$ cat src/rtl/rx_char_display.sv
// rx_char_display: receive-side character memory and multiplexed 7-segment scan.
// Ports: clk, reset (async, active-high), rx_data/rx_valid/rx_ferror/rx_perror
//   from the UART receiver, mode (0 shift, 1 cursor), clear; outputs an/seg/dp
//   (all active-low, an[0] rightmost) and char_count (saturating at 255).
module rx_char_display #(
  parameter int NUM_DIGITS     = 4,
  parameter int DATA_W         = 4,
  parameter int REFRESH_CYCLES = 16384,
  parameter int BLANK_CYCLES   = 64
) (
  input  logic                  clk,
  input  logic                  reset,
  input  logic [DATA_W-1:0]     rx_data,
  input  logic                  rx_valid,
  input  logic                  rx_ferror,
  input  logic                  rx_perror,
  input  logic                  mode,
  input  logic                  clear,
  output logic [NUM_DIGITS-1:0] an,
  output logic [6:0]            seg,
  output logic                  dp,
  output logic [7:0]            char_count
);

  localparam int CW = $clog2(REFRESH_CYCLES);
  localparam int IW = $clog2(NUM_DIGITS);

  localparam logic [CW-1:0] CNT_LAST  = CW'(REFRESH_CYCLES - 1);
  localparam logic [CW-1:0] CNT_BLANK = CW'(BLANK_CYCLES);
  localparam logic [IW-1:0] IDX_LAST  = IW'(NUM_DIGITS - 1);

  // Entry layout: {used, err, data[3:0]}
  logic [5:0]    mem [NUM_DIGITS];
  logic [IW-1:0] cursor;
  logic          valid_q;
  logic          accept;
  logic [5:0]    new_entry;

  logic [CW-1:0]         cnt;
  logic [CW-1:0]         cnt_nxt;
  logic [IW-1:0]         idx;
  logic [IW-1:0]         idx_nxt;
  logic [NUM_DIGITS-1:0] an_nxt;

  // VALID is a level; only its rising edge takes a character.
  assign accept    = rx_valid & ~valid_q;
  assign new_entry = {1'b1, rx_ferror | rx_perror, rx_data[3:0]};

  always_ff @(posedge clk or posedge reset) begin
    if (reset) begin
      for (int i = 0; i < NUM_DIGITS; i++)
        mem[i] <= '0;
      cursor     <= '0;
      char_count <= '0;
      valid_q    <= 1'b0;
    end else begin
      valid_q <= rx_valid;
      if (clear) begin
        for (int i = 0; i < NUM_DIGITS; i++)
          mem[i] <= '0;
        cursor     <= '0;
        char_count <= '0;
      end else if (accept) begin
        if (char_count != 8'hFF)
          char_count <= char_count + 8'd1;
        if (mode) begin
          mem[cursor] <= new_entry;
          cursor <= (cursor == IDX_LAST) ? '0 : cursor + IW'(1);
        end else begin
          for (int i = NUM_DIGITS - 1; i > 0; i--)
            mem[i] <= mem[i-1];
          mem[0] <= new_entry;
        end
      end
    end
  end

  function automatic logic [7:0] decode(input logic [5:0] e);
    logic [6:0] s;
    if (!e[5]) begin
      return {7'h7F, 1'b1};
    end
    if (e[4]) begin
      return {7'b0110000, 1'b0};
    end
    unique case (e[3:0])
      4'h0: s = 7'h01;
      4'h1: s = 7'h4F;
      4'h2: s = 7'h12;
      4'h3: s = 7'h06;
      4'h4: s = 7'h4C;
      4'h5: s = 7'h24;
      4'h6: s = 7'h20;
      4'h7: s = 7'h0F;
      4'h8: s = 7'h00;
      4'h9: s = 7'h04;
      4'hA: s = 7'h08;
      4'hB: s = 7'h60;
      4'hC: s = 7'h31;
      4'hD: s = 7'h42;
      4'hE: s = 7'h30;
      4'hF: s = 7'h38;
    endcase
    return {s, 1'b1};
  endfunction

  always_comb begin
    cnt_nxt = cnt + CW'(1);
    idx_nxt = idx;
    if (cnt == CNT_LAST) begin
      cnt_nxt = '0;
      idx_nxt = (idx == IDX_LAST) ? '0 : idx + IW'(1);
    end
    // Anodes are registered from the next count so they line up with cnt.
    an_nxt = '1;
    if (cnt_nxt >= CNT_BLANK)
      an_nxt[idx_nxt] = 1'b0;
  end

  always_ff @(posedge clk or posedge reset) begin
    if (reset) begin
      cnt <= '0;
      idx <= '0;
      an  <= '1;
      seg <= 7'h7F;
      dp  <= 1'b1;
    end else begin
      cnt <= cnt_nxt;
      idx <= idx_nxt;
      an  <= an_nxt;
      // Latch the pattern at slot start, while anodes are still blanked.
      if (cnt == '0)
        {seg, dp} <= decode(mem[idx]);
    end
  end

endmodule

$ cat config.mk
export PLATFORM = sky130hd
export DESIGN_NAME = rx_char_display
export DESIGN_NICKNAME = d
export VERILOG_FILES = /design/src/rtl/rx_char_display.sv
export SDC_FILE = /design/constraint.sdc
export NUM_CORES = 1
export LEC_CHECK = 0
export ABC_AREA = 1
export BUFFER_PORTS_ARGS = -buffer_cell sky130_fd_sc_hd__buf_4
export CAP_MARGIN = 10
export CORE_MARGIN = 2
export CORE_UTILIZATION = 54
export DETAILED_ROUTE_END_ITERATION = 6
export PLACE_DENSITY = 0.81
export SLEW_MARGIN = 15
export SYNTH_ARGS = -nofsm -noshare
export SYNTH_HDL_FRONTEND = slang
export SYNTH_SLANG_ARGS = --single-unit
$ cat constraint.sdc
create_clock -name clk -period 1.9 [get_ports clk]
set_input_delay 0.285 -clock clk [delete_from_list [all_inputs] [get_ports clk]]
set_output_delay 0.285 -clock clk [all_outputs]
set_load 0.05 [all_outputs]
After elaboration in Yosys (flattened, before gate mapping):

Memory sizes are Yosys's and may differ from the RTL's.
Index checks and enable logic that the tools add are counted.

* input port bits: 11
* memory bits (read-only): 112
* logic and storage cells: 72
* memories: 1
* output and inout bits: 20
* bits in registers: 63

Memories
* (no name shown): depth 16, bits a word 7, rd ports 1, clocked after memory_dff 0, write ports 0, line 86 `unique case (e[3:0])`

* bitwise logic cells: 6
* $lt $le $gt $ge: 6
* multiplexer cells: 31
* equality and inequality tests: 4
* reduce and logical (&&, ||, !) cells: 8
* $add $sub $neg: 4

Operators with widths (count)
* $mux W24: 3
* $mux W8: 7
* $bwmux W24: 1
* $mux W6: 3
* $add A14 B1 Y14 const B: 1
* $eq A14 B14 Y1 const B: 1
* $ge A14 B7 Y1 const B: 1
* $logic_not A14 Y1: 1
* $mux W14: 1
* $bmux W6 S2: 1
* $demux W6 S2: 1
* $mux W2: 6
* $add A8 B1 Y8 const B: 1
* $ne A8 B8 Y1 const B: 1
* $ge A3 B3 Y1 const B: 2
* $mux W1: 6
* $not A2 Y3: 2
* $reduce_bool A2 Y1: 3
* $add A2 B1 Y2 const B: 2
* $eq A2 B2 Y1 const B: 2
* $mux W4: 1
* $not A4 Y4: 1
* $reduce_and A2 Y1: 2
* $lt A2 B3 Y1 const B: 1
* other kinds (7): 8

Depth between registers and ports, before layout:

* word-level depth: 10
* depth in mapped cells: 13
* depth with buffers taken out: 12

Worst setup path after synthesis:

OpenSTA, ideal clock, no wires.

* path type: register to register
* start: reg char_count[1]
* end: reg char_count[3]
* buffers on the path: 1
* path slack: 0.116 ns
* cell stages (with the launch flop): 9
* setup time: 0.076 ns
* arrival time: 1.708 ns
* period minus slack after synthesis: 1.784 ns
* data required time: 1.824 ns
* path through: dfrtp_1 -> ha_1 -> nand2_1 -> nor3_2 -> nand4_1 -> nand2_1 -> buf_4 -> nand2_1 -> o21ai_1

* word-level cells in the longest chain between the ends: 4
* elaborated cells on any way between the ends: 7
* classes of those cells: 1 x add/sub; 1 x eq/ne; 3 x mux; 2 x reduce/logical

Ends and longest elaborated chain
* start, declared: line 22 `output logic [7:0] char_count`
* start signal, assigned: line 65 `char_count <= char_count + 8'd1;`
* $add A8 B1 Y8: line 65
* $mux W8: line 64 `if (char_count != 8'hFF)`
* $mux W8: line 63 `end else if (accept) begin`
* $mux W8: line 58 `if (clear) begin`

Parallel ways exist; a longest one is shown, timed or not. The select of a mux whose other input is x is not followed.
A chain may end at the register's enable or synchronous reset.

Worst setup path after layout:

* start: reg idx[0]
* end: reg seg[1]

* word-level cells in the longest chain between the ends: 9
* elaborated cells on any way between the ends: 13
* classes of those cells: 11 x mux; 1 x bitwise; 1 x memory

Ends and longest elaborated chain
* start, declared: line 41 `logic [IW-1:0] idx;`
* start signal, assigned: line 129 `idx <= idx_nxt;`
* $not A2 Y3 (not written as such) (*): line 133 `{seg, dp} <= decode(mem[idx]);`
* $bmux W6 S2 (*): line 133
* $mux W6 (not written as such) (*) (2 in series): line 133
* parallel branches: the longest is 4 deep, another holds $mem_v2 Z16 W7
* $mux W8 (*): line 83 `if (e[4]) begin`
* end signal, assigned: line 133
* end, declared: line 20 `output logic [6:0] seg,`

Every way passes the cells marked *. The select of a mux whose other input is x is not followed.

==> impl_metrics.env <==
export IMPL_min_period_ns=1.77
export IMPL_crit_chain="clkbuf_2 -> a21oi_1 -> o21ai_2 -> nand2_2 -> ha_1 -> nand3_1 -> a21oi_1 -> nand2_1 -> a21oi_1"
export IMPL_crit_top_cell="a21oi_1"
export IMPL_power_density_nw_per_um2=733
export IMPL_drt_iter0_drc=227
export IMPL_grtUsageTotal=0.234
export IMPL_htree_levels=3
export IMPL_num_fill_cells=540
export IMPL_crit_arrival_ns=2.04
export IMPL_yosys_warnings=0
export IMPL_violations="hold timing"
export IMPL_asyncSetResetFlopFracSynth=1.00
export IMPL_row_count=29
export IMPL_r2r_slack_ns=0.13
export IMPL_outcome="finished with violations"
export IMPL_areaGrowthSynthToFinish_pct=16.3
export IMPL_crit_path_start_kind="register"
export IMPL_die_area_sq_um=7410
export IMPL_slew_headroom=0.645
export IMPL_whs_ns=-0.00985
export IMPL_cp_end_kind="register"
export IMPL_syn_area_per_cell_sq_um=7.57
export IMPL_ys_flop_type="dfrtp_1"
export IMPL_crit_path_start="idx[0]"
export IMPL_ant_nets=0
export IMPL_slowest_delay_ns=0.46
export IMPL_drt_pass1_iterations=5
export IMPL_setup_violations_final=0
export IMPL_path_class="register to register"
export IMPL_antenna_found_initial=0
export IMPL_overflow=0
export IMPL_mappedNetlistArea_sq_um=3640
export IMPL_most_common_layout_cells="nand2_1 (122), inv_1 (54), dfrtp_1 (49), nor2_1 (48), nand3_1 (41)"
export IMPL_grt_pass1_wl_mm=13.7
export IMPL_dp_hpwl_mm=5.78
export IMPL_drcViolationCount=0
export IMPL_wirelength_mm=7.97
export IMPL_max_vdd_ir_drop_mv=0.481
export IMPL_cp_required_ns=2.18
export IMPL_vias=3243
export IMPL_cts_root_buf="clkbuf_8"
export IMPL_antennaDiodeCount=0
export IMPL_grt_max_degree=64
export IMPL_fin_skew_ns=0.00783
export IMPL_drive_gt1_frac=0.217
export IMPL_r2r_start="idx[0]"
export IMPL_wl_per_cell_microns=13.1
export IMPL_clk_latency_ns=0.35
export IMPL_synth_cell_types=35
export IMPL_critPathSlowestCell="dfrtp_2"
export IMPL_cts_tree="done"
export IMPL_ys_seq_elements=63
export IMPL_cts_hold_buf=0
export IMPL_endpoint="seg[1]"
export IMPL_p_leak_uw=0.00214
export IMPL_cts_buffers=9
export IMPL_min_path_type="input pin to asynchronous set/reset pin"
export IMPL_final_max_slew_viol_count=0
export IMPL_hold_viol=4
export IMPL_synth_edff_count=0
export IMPL_fp_dieH_microns=86.1
export IMPL_clkTransAtPathRegs_ns=0.07
export IMPL_initial_utilization=0.567
export IMPL_grt_pass1_vias=3092
export IMPL_cp_max_fo=7
export IMPL_clock_path_buffers=2
export IMPL_tightest_slew_ns=0.529
export IMPL_die_w_microns=86.1
export IMPL_synth_cells=481
export IMPL_core_sq_um=6420
export IMPL_r2r_end="seg[1]"
export IMPL_io_buffers=30
export IMPL_cts_sinks=63
export IMPL_gp_congestion=0.897
export IMPL_ys_seq_area_frac=0.437
export IMPL_final_area_sq_um=4230
export IMPL_layout_commonest_cell="nand2_1"
export IMPL_cap_violations=0
export IMPL_timing_fmax_mhz=566
export IMPL_syn_nets=506
export IMPL_fin_crit_sh=0.929
export IMPL_place_area_sq_um=3990
export IMPL_final_nets=550
export IMPL_num_io_pins=31
export IMPL_ff2ff_path_depth=9
export IMPL_p_total_uw=3100
export IMPL_routed_via_density=5.34
## layer usage
metal  vias up  global-route usage  wire length (microns)
li1       1644                   -                      -
met1      1479               0.310                   3510
met2       110               0.389                   3840
met3        10              0.0472                    532
met4         0              0.0722                     95
met5         -                   0                      0
## report_power, final
group | total [uW] | internal, uW | switching [uW]
registers | 1420 | 1380 | 36.0
logic | 346 | 112 | 234
clock network | 1340 | 775 | 564
## worst min-delay path by stage
| stage | start | to | slack [ns] |
|---|---|---|---|
| after floorplan | rx_valid | valid_q | 0.32 |
| after global placement | reset | cnt[11] | 0.38 |
| after detailed placement | reset | cnt[11] | 0.38 |
| after CTS | reset | char_count[2] | 0.01 |
| after global routing | reset | char_count[2] | 0.03 |
| final | reset | cnt[11] | -0.01 |
## cell type report
type,count,area [sq um],share of cell area
clock inverters,5,81.3,0.0192
multi-input cells,340,1750,0.414
repair buffers,37,288,0.0680
flip-flops and latches,63,1590,0.376
well taps,77,96.3,0.0228
clock buffers,11,141,0.0334
inverters,74,282,0.0665
## metrics by stage
step	hold slack [ns]	instances	setup WS, ns	TNS (ns)	util
2_1_floorplan	0.316	481	0.0651	0	-
3_3_place_gp	0.379	589	0.173	0	0.621
3_5_place_dp	0.382	589	0.0871	0	0.621
4_1_cts	0.0109	605	0.0187	0	0.656
5_1_grt	0.0292	607	-0.0455	-0.0697	0.659
6_report	-0.00985	607	0.135	0	0.659
## synth_stat cells, types with 3 or more instances
cell / n / area [sq um]
inv_1: 55 / 206
a21oi_1: 18 / 90.1
nand2_2: 6 / 37.5
nand3_2: 3 / 30.0
clkinv_1: 3 / 11.3
or2_2: 4 / 25.0
nor3_1: 4 / 20.0
o22ai_1: 9 / 56.3
dfrtp_1: 51 / 1280
inv_2: 14 / 52.6
nand3_1: 41 / 205
nor2_1: 48 / 180
nand2_1: 124 / 465
nand4_1: 6 / 37.5
o21ai_0: 12 / 60.1
nor2_2: 5 / 31.3
dfstp_2: 12 / 315
o21ai_2: 4 / 35.0
ha_1: 14 / 175
o211ai_1: 9 / 67.6
o21ai_1: 21 / 105
## flip-flops by register name, indices dropped and copies added (netlist names), 2 cells and up
name,count
cnt,14
seg,7
char_count,8
idx,2
an,4
cursor,2
mem,24
## cells by family after synthesis
logic type               share of synthesized area
adder cells (fa/ha/maj)                     0.0481
AO/OA/AOI/OAI                                0.125
XOR/XNOR                                   0.00481
flip-flops                                   0.437
buffers and inverters                       0.0839
AND/OR/NAND/NOR                              0.300
## timing repair
item	in CTS	in global routing
buffers inserted	0	2
gates resized for setup	0	5
endpoints found under the setup margin	0	7
## worst max-delay path: cells and delay by family, from the launching register on
family / cells / cell delay, ns
AO/OA/AOI/OAI: 4 / 0.57
adder cells (fa/ha/maj): 1 / 0.20
buffers and inverters: 1 / 0.17
flip-flops: 1 / 0.46
AND/OR/NAND/NOR: 3 / 0.29
Power figures use the tool's default switching activity.
